$ cat config.mk
export PLATFORM = sky130hd
export DESIGN_NAME = rr_arb_lock
export DESIGN_NICKNAME = d
export VERILOG_FILES = /design/src/rtl/rr_arb_lock.sv
export SDC_FILE = /design/constraint.sdc
export NUM_CORES = 1
export LEC_CHECK = 0
export BUFFER_PORTS_ARGS = -buffer_cell sky130_fd_sc_hd__buf_4
export CORE_UTILIZATION = 24
export CTS_CLUSTER_SIZE = 40
export DETAILED_ROUTE_END_ITERATION = 8
export HOLD_SLACK_MARGIN = 0.03
export PLACE_DENSITY_LB_ADDON = 0.1
export SLEW_MARGIN = 20
export SYNTH_ARGS = -nofsm -noshare
export SYNTH_HDL_FRONTEND = slang
export SYNTH_SLANG_ARGS = --single-unit
$ cat constraint.sdc
create_clock -name clk -period 6.1 [get_ports clk]
set_input_delay 0.61 -clock clk [delete_from_list [all_inputs] [get_ports clk]]
set_output_delay 0.61 -clock clk [all_outputs]
set_load 0.005 [all_outputs]
$ cat src/rtl/rr_arb_lock.sv
// N-way round-robin arbiter that holds its grant across a packet until the owner's tail beat.
// Zero-latency grant gated by en; define RR_ARB_LOCK_TIMEOUT_EN to add the lock watchdog and timeout_pulse.
module rr_arb_lock #(
  parameter int N       = 8,
  parameter int IW      = $clog2(N),
  parameter int TIMEOUT = 16
) (
  input  logic          clk,
  input  logic          reset,
  input  logic [N-1:0]  req,
  input  logic [N-1:0]  tail,
  input  logic          en,
  output logic [N-1:0]  gnt,
  output logic [IW-1:0] gnt_idx,
  output logic          locked,
  output logic [IW-1:0] owner
`ifdef RR_ARB_LOCK_TIMEOUT_EN
  ,
  output logic          timeout_pulse
`endif
);

  typedef enum logic {S_IDLE = 1'b0, S_LOCK = 1'b1} state_t;

  state_t        r_state, w_state_nxt;
  logic [IW-1:0] r_ptr, w_ptr_nxt;
  logic [IW-1:0] r_own, w_own_nxt;
  logic [IW-1:0] w_win, w_idx, w_sel;
  logic          w_win_vld, w_beat;
  int            w_scan;

  // Wrap explicitly so non-power-of-2 N never lets ptr/own reach N.
  function automatic logic [IW-1:0] f_inc(input logic [IW-1:0] x);
    return (x == IW'(N - 1)) ? '0 : x + IW'(1);
  endfunction

  // Scan in reverse rotation order so the last hit is the first requester at/after ptr.
  always_comb begin
    w_win     = '0;
    w_win_vld = 1'b0;
    w_scan    = 0;
    w_idx     = '0;
    for (int k = N - 1; k >= 0; k--) begin
      w_scan = int'(r_ptr) + k;
      if (w_scan >= N) w_scan = w_scan - N;
      w_idx = IW'(w_scan);
      if (req[w_idx]) begin
        w_win     = w_idx;
        w_win_vld = 1'b1;
      end
    end
  end

  assign w_sel   = (r_state == S_LOCK) ? r_own : w_win;
  assign w_beat  = reset & en & ((r_state == S_LOCK) ? req[r_own] : w_win_vld);
  assign gnt     = w_beat ? (N'(1) << w_sel) : '0;
  assign gnt_idx = w_beat ? w_sel : '0;
  assign locked  = (r_state == S_LOCK);
  assign owner   = locked ? r_own : '0;

`ifdef RR_ARB_LOCK_TIMEOUT_EN
  logic [7:0] r_wdog, w_wdog_nxt;
  logic       w_tmo;
  assign timeout_pulse = w_tmo;
`else
  logic w_unused_timeout;
  assign w_unused_timeout = (TIMEOUT == 0);
`endif

  always_comb begin
    w_state_nxt = r_state;
    w_ptr_nxt   = r_ptr;
    w_own_nxt   = r_own;
`ifdef RR_ARB_LOCK_TIMEOUT_EN
    w_wdog_nxt  = r_wdog;
    w_tmo       = 1'b0;
`endif
    case (r_state)
      S_IDLE: begin
        if (w_beat) begin
          if (tail[w_sel]) begin
            w_ptr_nxt = f_inc(w_sel);
          end else begin
            w_state_nxt = S_LOCK;
            w_own_nxt   = w_sel;
`ifdef RR_ARB_LOCK_TIMEOUT_EN
            w_wdog_nxt  = '0;
`endif
          end
        end
      end
      S_LOCK: begin
        if (w_beat) begin
`ifdef RR_ARB_LOCK_TIMEOUT_EN
          w_wdog_nxt = '0;
`endif
          if (tail[w_sel]) begin
            w_state_nxt = S_IDLE;
            w_ptr_nxt   = f_inc(r_own);
          end
        end
`ifdef RR_ARB_LOCK_TIMEOUT_EN
        // This stalled cycle is the TIMEOUT-th in a row: release at this edge.
        else if (r_wdog == 8'(TIMEOUT - 1)) begin
          w_tmo       = 1'b1;
          w_state_nxt = S_IDLE;
          w_ptr_nxt   = f_inc(r_own);
          w_wdog_nxt  = '0;
        end else begin
          w_wdog_nxt = r_wdog + 8'd1;
        end
`endif
      end
      default: w_state_nxt = S_IDLE;
    endcase
  end

  always_ff @(posedge clk or negedge reset) begin
    if (!reset) begin
      r_state <= S_IDLE;
      r_ptr   <= '0;
      r_own   <= '0;
    end else begin
      r_state <= w_state_nxt;
      r_ptr   <= w_ptr_nxt;
      r_own   <= w_own_nxt;
    end
  end

`ifdef RR_ARB_LOCK_TIMEOUT_EN
  always_ff @(posedge clk or negedge reset) begin
    if (!reset) r_wdog <= '0;
    else        r_wdog <= w_wdog_nxt;
  end
`endif

endmodule

==> run_results.csv <==
group,metric,value,unit
run_status,status,"finished, final reports clean",
logic_synthesis,syn-num-nets,224,
grt,top_usage_layer,"met2",
logic_synthesis,netlist_instances,195,
cts,cts_made_buffers,3,
critical_path,crit_chain,"buf_4 -> inv_2 -> ha_1 -> mux2_2 -> mux4_2 -> nand2_1 -> a21o_1 -> o21a_1 -> o31ai_1 -> nor2_1 -> inv_1 -> ha_1 -> ha_1 -> and2_1 -> buf_4",
logic_synthesis,synth_area,1760,um^2
cts,clk_pin_slew,0.04,ns
critical_path,cp.arrival,4.41,ns
logic_synthesis,ys_warn_count,0,
grt,met1_usage,18.7,%
sta,fin_crit_sh,82.3,%
logic_synthesis,synth_area_leader_cell,"mux4_2",
floorplanning,core_area,6940,um^2
sta,finalClockSkew,0.000596,ns
floorplanning,die_h,87.7,um
cts,cts_hold_buffers,0,
cts,clkLatencyLatePin,0.23,ns
routing,drtIter0Drc,68,
floorplanning,io_pins,34,
logic_synthesis,seq_area_frac_synth,9.93,%
cts,htreeDepth,1,
cts,clockRootBuffer,"clkbuf_8",
logic_synthesis,synth_area_leaders,"mux4_2 (14%), mux2i_1 (12%), dfrtp_1 (9.9%), ha_1 (7.1%), mux2_2 (3.8%)",
sta,final-hold-violation-count,0,
critical_path,crit_top_cell,"ha_1",
sta,fmax,0.199,GHz
pwr,power_density,664,nW/um^2
grt,grtUsageTotal,14.6,%
sta,fin_crit,5.02,ns
critical_path,required,5.49,ns
grt,use_met3,1.23,%
logic_synthesis,synth_top_area_share,14.0,%
logic_synthesis,ys_seq_elements,7,
critical_path,slowest_delay,0.74,ns
critical_path,r2r-end,"r_ptr[2]",
routing,avgViaCountPerCell,5.17,
sta,setup_viol,0,
grt,grt_antenna_before_repair,0,
placed_design,gp_congestion,0.837,
job,max-cap-violations,0,
placed_design,place_hpwl,4.13,mm
finish,fillers,727,
placed_design,place_ws,1.35,ns
routing,vias,1644,
critical_path,worstSetupPathType,"reg -> out",
grt,use_met2,25.4,%
routing,wirelength,5.33,mm
critical_path,reg2reg_slack,1.70,ns
sta,worst_pin_slew,0.782,ns
routing,drt_pass1_iterations,4,
hold_path,hp-class,"in -> async",
cts,cts.sinks,7,
placed_design,io_buffers,33,
finish,layout.cells.most_common,"buf_4",
grt,grt_pass1_wl,8.56,mm
floorplanning,die_x,87.7,um
critical_path,rr_startpoint,"r_ptr[0]",
finish,drive_gt1_share,31.5,%
critical_path,critical_path.endpoint_type,"primary output",
finish,mostFrequentLayoutCells,"buf_4 (35), mux2i_1 (22), nand2_1 (15)",
logic_synthesis,avgSynthCellArea,9.05,um^2
routing,drc_errors,0,
sta,slew_headroom,47.9,%
sta,tns,0,ns
floorplanning,die_area,7700,um^2
sta,rsz0062_at_grt,"false",
cts,cts_tree,"yes",
pwr,power,1.41,mW
finish,synthToLayoutAreaGrowth,20.1,%
sta,slew_violations,0,
floorplanning,rows,30,
critical_path,reg2regPathDepth,15,
pwr,cellLeakagePower,0.953,nW
cts,ctsLongestPathBuffers,2,
critical_path,slowest_stage,"ha_1",
pwr,peakVddDrop,0.253,mV
sta,layout_setup_ws,1.08,ns
routing,wl_per_cell,16.7,um
critical_path,cp_max_fo,22,
cts,cts_setup_buffers,0,
finish,num-nets-final,252,
finish,antenna_cells,0,
grt,overflow,0,
logic_synthesis,yosysUniqueCellTypes,52,
critical_path,cp-start-kind,"flop",
grt,first_global_vias,1619,
cts,cts_resized,0,
floorplanning,start_util,25.4,%
grt,grt_max_degree,23,
routing,ant_nets,0,
==> Yosys cell counts, drive strengths merged <==
master    n
mux2i    24
nand2    15
inv      13
buf      12
mux4     12
o21ai    12
ha       10
mux2     10
nor2     10
a21oi     9
and2      8
dfrtp     7
nor3      6
and3      5
nand3     3
nor2b     3
xor2      3
a2111oi   2
a211o     2
a21o      2
a221oi    2
a22o      2
a22oi     2
a2bb2oi   2
a311oi    2
a31oi     2
o2111ai   2
o21a      2
o31ai     2
xnor2     2
a32o      1
a32oi     1
nand2b    1
nand3b    1
nor4      1
o21bai    1
o22ai     1
==> report_power, final <==
group / leakage [nW] / switching, mW / internal, mW / total (mW)
logic: 0.853 / 0.663 / 0.554 / 1.22
clock network: 0.0228 / 0.0211 / 0.0453 / 0.0664
registers: 0.0771 / 0.0566 / 0.0669 / 0.123
==> logic make-up after synthesis <==
logic type      synth area share [%]
buf+inv                         6.88
compound gates                  21.5
xor+xnor                        2.91
fa+ha+maj                       7.09
mux                             36.4
flops                           9.93
simple gates                    15.3
==> registers in the layout, summed over array words and instances, names as in the netlist <==
signal / cells
r_own: 3
r_ptr: 3
locked: 1
==> worst max path at each step <==
stage | from | endpoint | slack [ns] | cells after the start
floorplan | r_ptr[0] | gnt[3] | 2.07 | 16
global placement | r_ptr[1] | gnt[7] | 1.41 | 15
detailed placement | r_ptr[0] | gnt[7] | 1.35 | 15
CTS | r_ptr[0] | gnt[7] | 1.09 | 15
global route | r_ptr[0] | gnt[7] | 0.78 | 15
finish | r_ptr[0] | gnt[7] | 1.08 | 15
==> area by class of cell <==
class	instances	area (um^2)	share of cell area (%)
Clock buffer	4	45.0	2.13
Inverter	13	48.8	2.30
Multi-Input combinational cell	163	1470	69.2
Sequential cell	7	175	8.26
Tap cell	96	120	5.67
Timing Repair Buffer	35	263	12.4
==> worst max-delay path, delay by kind of cell, from the launching register on <==
kind,cells,cell delay [ns]
muxes,2,0.91
DFF,1,0.32
AOI/OAI and AO/OA,3,0.34
buffers and inverters,4,0.76
adders and majority gates,3,1.17
and+or+nand+nor,3,0.67
==> per-layer routing <==
metal | vias up | wire [um] | share of wire [%]
met2 | 20 | 2620 | 49
met5 | - | 0 | 0
li1 | 800 | - | -
met3 | 8 | 45 | 0.85
met1 | 816 | 2550 | 48
met4 | 0 | 108 | 2.0
==> through the flow <==
step	instance area, um^2	util [%]	cells	hold WS, ns
after detailed placement	2070	29.9	314	0.440
after global placement	2070	29.9	314	0.440
after CTS	2120	30.5	318	0.196
after global routing	2120	30.5	318	0.195
after floorplan	1760	-	195	0.314
final	2120	30.5	318	0.193
No activity file was read; power rests on OpenSTA's default activity.
